===== config.mk =====
export PLATFORM = sky130hd
export DESIGN_NAME = ysyx_24090013_inst_mem_ctrl
export DESIGN_NICKNAME = d
export VERILOG_FILES = /design/src/rtl/ysyx_24090013_pkg.sv /design/src/rtl/ysyx_24090013_sync_fifo.sv /design/src/rtl/ysyx_24090013_inst_mem_ctrl.sv
export SDC_FILE = /design/constraint.sdc
export NUM_CORES = 1
export LEC_CHECK = 0
export CORE_AREA = 10 10 274 276
export CTS_CLUSTER_SIZE = 20
export DETAILED_ROUTE_END_ITERATION = 16
export DIE_AREA = 0 0 284 286
export SYNTH_ARGS = -nofsm -noshare
export SYNTH_HDL_FRONTEND = slang
export SYNTH_SLANG_ARGS = --single-unit

===== constraint.sdc =====
create_clock -name clk -period 5.55 [get_ports clk]
set_input_delay 1.11 -clock clk [delete_from_list [all_inputs] [get_ports clk]]
set_output_delay 1.11 -clock clk [all_outputs]
set_load 0.05 [all_outputs]

===== src/rtl/ysyx_24090013_pkg.sv =====
// Shared constants and types for the ysyx_24090013 instruction fetch memory.
package ysyx_24090013_pkg;

  localparam logic [31:0] BASE_ADDR_DEF = 32'h8000_0000;
  localparam int          LATENCY_MIN   = 1;
  localparam int          LATENCY_MAX   = 4;
  localparam int          ERR_CNT_W     = 8;
  localparam int          FETCH_DATA_W  = 32;

  typedef struct packed {
    logic                    err;
    logic [FETCH_DATA_W-1:0] data;
  } fetch_entry_t;

  function automatic logic [ERR_CNT_W-1:0] sat_inc(input logic [ERR_CNT_W-1:0] v);
    return (v == {ERR_CNT_W{1'b1}}) ? v : v + ERR_CNT_W'(1);
  endfunction

endpackage


===== src/rtl/ysyx_24090013_sync_fifo.sv =====
// Synchronous FIFO with power-of-two depth; flush empties it and drops a coincident push.
module ysyx_24090013_sync_fifo #(
  parameter int WIDTH = 33,
  parameter int DEPTH = 2
) (
  input  logic             clk,
  input  logic             rst_n,
  input  logic             flush_i,
  input  logic             push_i,
  input  logic [WIDTH-1:0] wdata_i,
  input  logic             pop_i,
  output logic [WIDTH-1:0] rdata_o,
  output logic             full_o,
  output logic             empty_o
);
  localparam int PTR_W = $clog2(DEPTH);
  localparam int CNT_W = $clog2(DEPTH + 1);

  logic [WIDTH-1:0] mem_q [DEPTH];
  logic [PTR_W-1:0] wr_ptr_q, rd_ptr_q;
  logic [CNT_W-1:0] cnt_q, cnt_d;
  logic             do_pop_s;

  assign do_pop_s = pop_i && !empty_o;
  assign empty_o  = (cnt_q == '0);
  assign full_o   = (cnt_q == CNT_W'(DEPTH));
  assign rdata_o  = mem_q[rd_ptr_q];

  always_comb begin
    case ({push_i, do_pop_s})
      2'b10:   cnt_d = cnt_q + CNT_W'(1);
      2'b01:   cnt_d = cnt_q - CNT_W'(1);
      default: cnt_d = cnt_q;
    endcase
  end

  always_ff @(posedge clk or negedge rst_n) begin
    if (!rst_n) begin
      wr_ptr_q <= '0;
      rd_ptr_q <= '0;
      cnt_q    <= '0;
    end else if (flush_i) begin
      wr_ptr_q <= '0;
      rd_ptr_q <= '0;
      cnt_q    <= '0;
    end else begin
      if (push_i)   wr_ptr_q <= wr_ptr_q + PTR_W'(1);
      if (do_pop_s) rd_ptr_q <= rd_ptr_q + PTR_W'(1);
      cnt_q <= cnt_d;
    end
  end

  // Storage is unreset: only entries covered by a nonzero count are ever read.
  always_ff @(posedge clk) begin
    if (push_i && !flush_i) mem_q[wr_ptr_q] <= wdata_i;
  end

endmodule


===== src/rtl/ysyx_24090013_inst_mem_ctrl.sv =====
// Instruction memory front end: decodes fetch addresses against a flattened image and returns
// words strictly in order through a fixed-latency pipeline and a credit-limited response FIFO.
module ysyx_24090013_inst_mem_ctrl
  import ysyx_24090013_pkg::*;
#(
  parameter int                DATA_W     = FETCH_DATA_W,
  parameter int                ADDR_W     = 32,
  parameter int                DEPTH      = 20,
  parameter logic [ADDR_W-1:0] BASE_ADDR  = ADDR_W'(BASE_ADDR_DEF),
  parameter int                LATENCY    = 1,
  parameter int                FIFO_DEPTH = 2
) (
  input  logic                    clk,
  input  logic                    rst,
  input  logic [DEPTH*DATA_W-1:0] init_image,
  input  logic                    req_valid,
  output logic                    req_ready,
  input  logic [ADDR_W-1:0]       req_addr,
  input  logic                    flush,
  output logic                    rsp_valid,
  input  logic                    rsp_ready,
  output logic [DATA_W-1:0]       rsp_data,
  output logic                    rsp_err,
  output logic                    busy,
  output logic [ERR_CNT_W-1:0]    err_cnt
);
  localparam int IDX_W = (DEPTH > 1) ? $clog2(DEPTH) : 1;
  localparam int OUT_W = $clog2(FIFO_DEPTH + 1);
  localparam int ENT_W = DATA_W + 1;

  logic [DATA_W-1:0]    words_s [DEPTH];
  logic [ADDR_W-1:0]    idx_s;
  logic                 addr_err_s, accept_s, pop_s, fifo_push_s;
  logic                 fifo_full_s, fifo_empty_s;
  logic [ENT_W-1:0]     entry_s, fifo_head_s;
  logic [OUT_W-1:0]     outstanding_q, outstanding_d;
  logic [ERR_CNT_W-1:0] err_cnt_q;

  for (genvar w = 0; w < DEPTH; w++) begin : g_word
    assign words_s[w] = init_image[w*DATA_W +: DATA_W];
  end

  // Addresses below BASE_ADDR wrap to a huge index and fall out of range.
  assign idx_s      = (req_addr - BASE_ADDR) >> 2;
  assign addr_err_s = (req_addr[1:0] != 2'b00) || (idx_s >= ADDR_W'(DEPTH));
  assign entry_s    = addr_err_s ? {1'b1, {DATA_W{1'b0}}}
                                 : {1'b0, words_s[idx_s[IDX_W-1:0]]};

  assign req_ready = rst && !flush && (outstanding_q < OUT_W'(FIFO_DEPTH));
  assign accept_s  = req_valid && req_ready;
  assign pop_s     = rsp_valid && rsp_ready;

  for (genvar s = 0; s < LATENCY; s++) begin : g_stage
    logic             vld_in_s, vld_q;
    logic [ENT_W-1:0] ent_in_s, ent_q;
    if (s == 0) begin : g_head
      assign vld_in_s = accept_s;
      assign ent_in_s = entry_s;
    end else begin : g_link
      assign vld_in_s = g_stage[s-1].vld_q;
      assign ent_in_s = g_stage[s-1].ent_q;
    end
    always_ff @(posedge clk or negedge rst) begin
      if (!rst) begin
        vld_q <= 1'b0;
        ent_q <= '0;
      end else begin
        vld_q <= vld_in_s && !flush;
        ent_q <= ent_in_s;
      end
    end
  end

  // Credits make a push into a full FIFO impossible; the guard only keeps the FIFO consistent.
  assign fifo_push_s = g_stage[LATENCY-1].vld_q && (!fifo_full_s || pop_s);

  ysyx_24090013_sync_fifo #(
    .WIDTH (ENT_W),
    .DEPTH (FIFO_DEPTH)
  ) u_rsp_fifo (
    .clk     (clk),
    .rst_n   (rst),
    .flush_i (flush),
    .push_i  (fifo_push_s),
    .wdata_i (entry_from_pipe()),
    .pop_i   (pop_s),
    .rdata_o (fifo_head_s),
    .full_o  (fifo_full_s),
    .empty_o (fifo_empty_s)
  );

  function automatic logic [ENT_W-1:0] entry_from_pipe();
    return g_stage[LATENCY-1].ent_q;
  endfunction

  always_comb begin
    case ({accept_s, pop_s})
      2'b10:   outstanding_d = outstanding_q + OUT_W'(1);
      2'b01:   outstanding_d = outstanding_q - OUT_W'(1);
      default: outstanding_d = outstanding_q;
    endcase
  end

  always_ff @(posedge clk or negedge rst) begin
    if (!rst) begin
      outstanding_q <= '0;
      err_cnt_q     <= '0;
    end else begin
      outstanding_q <= flush ? '0 : outstanding_d;
      if (pop_s && fifo_head_s[DATA_W]) err_cnt_q <= sat_inc(err_cnt_q);
    end
  end

  assign rsp_valid = !fifo_empty_s;
  assign rsp_data  = rsp_valid ? fifo_head_s[DATA_W-1:0] : '0;
  assign rsp_err   = rsp_valid && fifo_head_s[DATA_W];
  assign busy      = (outstanding_q != '0);
  assign err_cnt   = err_cnt_q;

endmodule


==> impl_metrics.yaml, run 1 <==
timing:
  finalSetupViolations: 0
  worst_slew_pin_slew_ns: 1.09
  hold_viol: 0
  skew_ns: 0.00844
  slew_headroom_pct: 27.4
  fmax_ghz: 0.252
  period_share_pct: 71.5
  fin_crit_ns: 3.97
  rsz0062_at_grt: "no"
  tns_ns: 0
  finalMaxSlewViolations: 0
routing:
  avgViaCountPerCell: 4.18
  wl_per_cell_um: 28.8
  num_vias: 10100
  drt_iter0_drc: 476
  wirelength_mm: 69.7
  drc_errors: 0
  ant_nets: 0
  first_pass_iters: 5
placed_design:
  gp_congestion: 0.928
  placed_cell_area_um2: 17700
  io_buffers: 720
  dp.final_hpwl_mm: 60.3
  dp_cells: 2388
yosys:
  synth_edf_count: 66
  muxShareOfSynthArea_pct: 42.9
  synth_top_family_by_area: "multiplexers"
  ys_warn_count: 0
  synth_ff_type: "edfxtp_1"
  yosys.area_share.adder_pct: 0.131
  syn_nets: 1454
  synthTopCellsByArea: "mux4_2 23%, edfxtp_1 21%, mux2i_1 20%, dfrtp_1 13%, nor2_1 4.1%"
  synth_top_area_cell: "mux4_2"
  synthCells: 776
  ys_types: 41
  synth-xor-area-share_pct: 1.01
  synth-seq-cells: 114
  yosysTopAreaCellShare_pct: 22.6
  async_flop_share_pct: 42.1
  synth.yosys.seq_area_share_pct: 33.2
  avgSynthCellArea_um2: 12.3
  synth_area_um2: 9580
  synth_compound_area_share_pct: 6.54
  synthSimpleGateAreaFrac_pct: 10.8
critical_path:
  path_delay_family: "buffers and inverters"
  cp_common_cell: "clkdlybuf4s50_1"
  end_kind: "output pin"
  critPathLaunchType: "primary input"
  worst-path-buf-inv: 2
  critPathArrivalTime_ns: 2.86
  cpMaxStageDelayCell: "clkdlybuf4s50_1"
  required_ns: 4.44
  cp_slowest_stage_delay_ns: 0.85
  worstSetupPathType: "primary input to output pin"
  crit_path_max_fanout: 10
  crit_chain: "clkdlybuf4s50_1 > nor3b_1 > clkdlybuf4s50_1"
pwr:
  ir_drop_mv: 0.206
  total_power_mw: 3.26
  power_density_nw_per_um2: 178
  p_leak_nw: 6.53
grt:
  antenna_found_initial: 27
  grt.total_usage_pct: 16.5
  first_global_vias: 11400
  grt-ovfl-total: 0
  grt_max_degree: 86
  grt_first_pass_wirelength_mm: 94.1
floorplanning:
  io_pins: 721
  fp.coreArea_um2: 69500
  dieArea_um2: 81200
  die_w_um: 284
  die_h_um: 286
  initial_core_util_pct: 13.8
  num_rows: 97
clock_tree:
  clkSlewWorstSetupHoldPaths_ns: 0.06
  cts.sinks: 114
  cts_buffer_depth: 2
  holdBufCountCts: 0
  cts_tree: "yes"
  htree_levels: 4
  clk_latency_ns: 0.44
  numCtsBuffers: 17
  root_buffer: "clkbuf_16"
  post_cts_buffers: 0
  cts_resized: 0
layout:
  drive_gt1_share_pct: 12.6
  stdcell_count: 2425
  n_fill_cell: 7228
  postLayoutCellArea_um2: 18300
  layout_commonest_cell: "clkdlybuf4s50_1"
  layout_common_cells: "715 x clkdlybuf4s50_1, 192 x mux2i_1, 103 x nor2_1"
  syn_to_final_growth_pct: 91.4
  post-route-util_pct: 26.4
  final_nets: 2145
run_status:
  outcome: "finished clean"
worst_hold_path:
  hold_class: "flip-flop to flip-flop"
flow_run:
  maxCapViolCount: 0
==> registers in the layout, indices dropped and copies added, names as in the netlist <==
signal	count
u_rsp_fifo.mem_q	66
g_stage.vld_q	1
g_stage.ent_q	33
u_rsp_fifo.rd_ptr_q	1
u_rsp_fifo.wr_ptr_q	1
err_cnt	8
outstanding_q	2
u_rsp_fifo.cnt_q	2
==> worst reg2reg max path, stage by stage, from the launching register on <==
cell       delay (ns)
dfrtp_2          1.09
mux2_2           0.46
o2111ai_1        0.26
mux2_2           0.40
==> synth_stat cells (all sizes together) (4+ instances only) <==
master / instances
nand3: 4
mux2i: 192
nand2b: 5
mux4: 96
nor3: 8
nor2: 105
o21ai: 4
edfxtp: 66
nor4: 37
a2111oi: 32
xor2: 8
buf: 44
nor2b: 32
dfrtp: 48
nand2: 6
clkbuf: 30
o22ai: 32
==> stage by stage <==
stage          hold WS [ns]  worst slack [ns]
2_1_floorplan         0.420              1.35
3_3_place_gp          0.426              1.05
3_5_place_dp          0.429              1.06
4_1_cts               0.439              1.53
5_1_grt               0.448              1.46
6_report              0.441              1.58
==> where the power goes <==
group,internal (mW),leakage [nW],switching [mW]
registers,0.915,1.13,0.0329
logic,0.699,5.11,0.510
clock network,0.684,0.284,0.423
total,2.30,6.53,0.965
==> path summary, 6_finish.rpt <==
| kind | cells after the start | end | startpoint | slack, ns |
|---|---|---|---|---|
| max reg2reg | 3 | err_cnt[1] | u_rsp_fifo.rd_ptr_q | 3.22 |
| max | 3 | req_ready | flush | 1.58 |
| min in group asynchronous | 2 | outstanding_q[1] | rst | 0.85 |
| min | 0 | u_rsp_fifo.mem_q[0][5] | g_stage[0].ent_q[5] | 0.44 |
| min reg2reg | 0 | u_rsp_fifo.mem_q[0][5] | g_stage[0].ent_q[5] | 0.44 |
| max in group asynchronous | 2 | g_stage[0].ent_q[4] | rst | 4.15 |
==> cells by family after synthesis <==
| kind of cell | Yosys count |
|---|---|
| buf+inv | 77 |
| mux | 290 |
| flops | 114 |
| xor+xnor | 11 |
| compound gates | 73 |
| simple gates | 210 |
| fa+ha+maj | 1 |
==> layer usage <==
metal  routed length (um)  vias up  track usage, %
li1                     -     4511               -
met2                33800      547            28.2
met1                29100     5013            20.5
met3                 6160       48            5.41
met5                   44        -               0
met4                  620        6            2.22
==> final cells by class <==
cell class                      instances  area (um2)  share of cell area [%]
Antenna cell                            5        12.5                  0.0682
Clock buffer                           20         457                    2.49
Clock inverter                         12         133                   0.723
Inverter                                3        11.3                  0.0614
Multi-Input combinational cell        585        5950                    32.4
Sequential cell                       114        3180                    17.4
Tap cell                              940        1180                    6.41
Timing Repair Buffer                  746        7420                    40.4
No activity file was read; power rests on OpenSTA's default activity.
==> run 2: changes to the inputs <==
Settings changed: CORE_AREA 10 10 274 276 to 10 10 273 275, DIE_AREA 0 0 284 286 to 0 0 283 285.
Clock period 5.55 ns to 3.24 ns, I/O delays scaled along.
==> impl_metrics.yaml, run 2 (same netlist as run 1, synthesis figures left out) <==
layout:
  layout_commonest_cell: "clkdlybuf4s50_1"
  final_nets: 2190
  syn_to_final_growth_pct: 96.2
  largest_reg_flops: 66
  layout_common_cells: "703 x clkdlybuf4s50_1, 192 x mux2i_1, 103 x nor2_1"
  top_register: "u_rsp_fifo.mem_q"
  n_fill_cell: 7138
  drive_gt1_share_pct: 16.0
critical_path:
  crit_path_max_fanout: 17
  rrSetupSlack_ns: 1.33
  endpoint: "rsp_err"
  worstSetupPathType: "flip-flop to output pin"
  critPathLaunchType: "flip-flop"
  startpoint: "u_rsp_fifo.cnt_q[0]"
  end_kind: "output pin"
  required_ns: 2.59
  r2r_cells: 4
  reg2reg_from: "err_cnt[0]"
  r2r-end: "err_cnt[1]"
  critPathArrivalTime_ns: 2.36
pwr:
  p_leak_nw: 6.84
  ir_drop_mv: 0.350
  p_switching_mw: 1.74
  total_power_mw: 5.78
  pwr-share-clk_pct: 35.1
  intPower_mw: 4.04
  power_switching_share_pct: 30.1
  power_density_nw_per_um2: 307
  power_frac_seq_pct: 27.9
  combinationalPowerShare_pct: 36.9
grt:
  grt-ovfl-total: 0
  first_global_vias: 11600
  antenna_found_initial: 36
  grt_max_degree: 49
  grt.total_usage_pct: 17.0
  grt_first_pass_wirelength_mm: 95.5
timing:
  fin_crit_ns: 3.01
  setup_ws_ns: 0.233
  worst_slew_pin_slew_ns: 0.804
  finalMaxSlewViolations: 0
  tns_ns: 0
  fmax_ghz: 0.333
  rsz0062_at_grt: "no"
  finalSetupViolations: 0
  hold_viol: 0
  skew_ns: 0.0114
  period_share_pct: 92.8
  slew_headroom_pct: 46.4
routing:
  first_pass_iters: 5
  num_vias: 10200
  wl_per_cell_um: 28.6
  ant_nets: 0
  drt_iter0_drc: 611
  wirelength_mm: 70.9
  drc_errors: 0
  avgViaCountPerCell: 4.12
clock_tree:
  cts_tree: "yes"
  cts_resized: 0
  root_buffer: "clkbuf_16"
  htree_levels: 4
  numCtsBuffers: 17
  clkSlewWorstSetupHoldPaths_ns: 0.06
  post_cts_buffers: 0
  cts_buffer_depth: 2
  clk_latency_ns: 0.44
  holdBufCountCts: 0
  cts.sinks: 114
placed_design:
  gp_congestion: 0.942
  io_buffers: 720
  place_ws_ns: 0.162
  dp.final_hpwl_mm: 61.9
floorplanning:
  dieArea_um2: 80700
  die_w_um: 283
  fp.coreArea_um2: 69300
  die_h_um: 285
  num_rows: 97
  io_pins: 721
  initial_core_util_pct: 13.8
flow_run:
  maxCapViolCount: 0
run_status:
  outcome: "finished clean"
worst_hold_path:
  hold_class: "primary input to async pin"
## run 2: how the worst min path moves through the flow
stage	cells past startpoint	startpoint	slack (ns)	end
floorplan	0	rst	0.35	err_cnt[0]
global placement	0	g_stage[0].ent_q[24]	0.42	u_rsp_fifo.mem_q[0][24]
detailed placement	0	g_stage[0].ent_q[24]	0.43	u_rsp_fifo.mem_q[1][24]
CTS	2	rst	0.42	g_stage[0].ent_q[8]
global route	0	g_stage[0].ent_q[32]	0.46	u_rsp_fifo.mem_q[0][32]
finish	2	rst	0.40	outstanding_q[1]
## run 2: layout make-up
type,count,area [um2],area share [%]
clock inverter,15,198,1.05
multi-input combinational,585,5960,31.7
antenna,14,35.0,0.186
clock buffer,17,425,2.26
tap,940,1180,6.26
inverter,3,11.3,0.0599
timing repair buffer,791,7820,41.6
sequential,114,3180,16.9
## run 2: stage by stage
stage	hold slack, ns	instance area [um2]	instances	util (%)
after detailed placement	0.432	18100	2433	26.2
after global routing	0.456	18800	2473	27.1
after global placement	0.424	18100	2433	26.2
after CTS	0.424	18800	2465	27.1
after floorplan	0.352	9590	776	-
final	0.396	18800	2479	27.1
## run 2: critical path: stages (launching register included)
cell and delay, ns:
dfrtp_1 0.50, nor2_4 0.05, buf_4 0.21, inv_1 0.13, and2_1 0.20, clkdlybuf4s50_1 0.84
## run 2: power by group through the flow
stage	Combinational, mW	Sequential [mW]	Clock [mW]
5_1_grt	2.26	1.62	2.14
6_report	2.14	1.62	2.03
2_1_floorplan	0.780	1.71	0
3_5_place_dp	2.16	1.65	0
4_1_cts	2.17	1.62	2.09
3_3_place_gp	2.15	1.64	0
## run 2: metal layers
| layer | track usage, % | vias to the layer above | routed length (um) |
|---|---|---|---|
| met5 | 0 | - | 91 |
| met4 | 3.96 | 14 | 915 |
| met3 | 5.60 | 47 | 6240 |
| met2 | 27.6 | 526 | 33500 |
| met1 | 21.4 | 5031 | 30200 |
| li1 | - | 4606 | - |
==> run 3: changes to the inputs <==
Settings changed: CORE_AREA 10 10 273 275 to 2 2 281 283.
==> impl_metrics.yaml, run 3 (same netlist as run 1, synthesis figures left out) <==
flow_run:
  maxCapViolCount: 0
floorplanning:
  die_w_um: 283
  die_h_um: 285
  io_pins: 721
  fp.coreArea_um2: 78000
  dieArea_um2: 80700
  num_rows: 103
  initial_core_util_pct: 12.3
routing:
  num_vias: 10100
  avgViaCountPerCell: 3.92
  ant_nets: 0
  first_pass_iters: 4
  wirelength_mm: 63.5
  drc_errors: 0
  wl_per_cell_um: 24.7
  drt_iter0_drc: 424
critical_path:
  startpoint: "u_rsp_fifo.rd_ptr_q"
  cp_slowest_stage_delay_ns: 0.75
  endpoint: "rsp_data[20]"
  worstSetupPathType: "flip-flop to output pin"
  critPathLaunchType: "flip-flop"
  required_ns: 2.59
  reg2reg_from: "u_rsp_fifo.cnt_q[1]"
  critPathArrivalTime_ns: 2.45
  r2r-end: "u_rsp_fifo.mem_q[1][21]"
  crit_chain: "buf_4 > mux2i_1 > nor2_1 > clkdlybuf4s50_1"
  crit_path_max_fanout: 11
  cpMaxStageDelayCell: "clkdlybuf4s50_1"
  end_kind: "output pin"
  r2r_cells: 5
  rrSetupSlack_ns: 1.39
pwr:
  total_power_mw: 5.52
  ir_drop_mv: 0.354
  p_leak_nw: 6.76
  power_density_nw_per_um2: 294
timing:
  worst_slew_pin_slew_ns: 0.977
  finalSetupViolations: 0
  slew_headroom_pct: 34.3
  period_share_pct: 95.7
  rsz0062_at_grt: "no"
  tns_ns: 0
  fmax_ghz: 0.322
  finalMaxSlewViolations: 0
  fin_crit_ns: 3.10
  hold_viol: 0
  skew_ns: 0.0177
clock_tree:
  cts_resized: 0
  holdBufCountCts: 0
  clk_latency_ns: 0.43
  root_buffer: "clkbuf_16"
  numCtsBuffers: 17
  htree_levels: 4
  cts.sinks: 114
  post_cts_buffers: 0
  cts_tree: "yes"
  cts_buffer_depth: 2
  clkSlewWorstSetupHoldPaths_ns: 0.05
layout:
  layout_common_cells: "703 x clkdlybuf4s50_1, 192 x mux2i_1, 103 x nor2_1"
  multi_input_comb_area_um2: 5970
  layout_commonest_cell: "clkdlybuf4s50_1"
  drive_gt1_share_pct: 15.2
  n_fill_cell: 8247
  syn_to_final_growth_pct: 96.2
  ff_latch_area_um2: 3180
  largest_reg_flops: 66
  postLayoutCellArea_um2: 18800
  top_register: "u_rsp_fifo.mem_q"
  final_nets: 2176
placed_design:
  placed_cell_area_um2: 18200
  io_buffers: 720
  gp_congestion: 0.968
  dp.final_hpwl_mm: 55.2
grt:
  grt-ovfl-total: 0
  first_global_vias: 11100
  antenna_found_initial: 26
  grt_max_degree: 56
  grt.total_usage_pct: 15.3
  grt_first_pass_wirelength_mm: 86.5
run_status:
  outcome: "finished clean"
worst_hold_path:
  hold_class: "primary input to async pin"
-- run 3: changes by cell type in the layout (fill, tap and decap cells not counted), moves of 3 or more --
cell | previous run | this run
inv_4 | 0 | 3
clkbuf_1 | 0 | 4
buf_4 | 77 | 59
clkinv_2 | 0 | 3
diode_2 | 14 | 10
buf_12 | 9 | 12
inv_6 | 5 | 1
-- run 3: how the worst min path moves through the flow --
stage,end,from,depth (start not counted)
after floorplan,err_cnt[0],rst,0
after global placement,u_rsp_fifo.mem_q[0][27],g_stage[0].ent_q[27],0
after detailed placement,u_rsp_fifo.mem_q[0][24],g_stage[0].ent_q[24],0
after CTS,outstanding_q[1],rst,2
after global routing,outstanding_q[1],rst,2
final,outstanding_q[1],rst,2
-- run 3: power breakdown --
| part | internal, mW | total [mW] | switching [mW] | leakage (nW) |
|---|---|---|---|---|
| clock | 1.09 | 1.79 | 0.693 | 0.277 |
| combinational | 1.23 | 2.12 | 0.894 | 5.35 |
| sequential | 1.57 | 1.61 | 0.0435 | 1.13 |
| total | 3.89 | 5.52 | 1.63 | 6.76 |
-- run 3: area by class of cell --
class	count	share of cell area [%]
diodes	10	0.133
clock buffers	23	2.49
clock inverters	9	0.433
inverters	3	0.0599
multi-input cells	585	31.8
flip-flops and latches	114	16.9
well taps	1050	6.99
repair buffers	777	41.2
-- run 3: through the flow --
stage	instances	setup slack, ns	utilization (%)	hold WS [ns]
6_report	2571	0.139	24.1	0.395
5_1_grt	2567	0.0375	24.1	0.448
4_1_cts	2561	0.0945	24.1	0.444
3_5_place_dp	2529	0.0747	23.4	0.429
3_3_place_gp	2529	0.0774	23.4	0.435
2_1_floorplan	776	0.606	-	0.352
-- run 3: critical path, delay by kind of cell (launching register included) --
kind	cells	cell delay, ns
buffers and inverters	2	1.04
DFF	1	0.56
muxes	1	0.34
and+or+nand+nor	1	0.08
-- run 3: metal layers --
metal | track usage (%) | part of all wire, %
met5 | 0 | 0.082
met4 | 3.91 | 1.8
met3 | 4.02 | 6.6
met2 | 25.4 | 48
met1 | 19.7 | 44
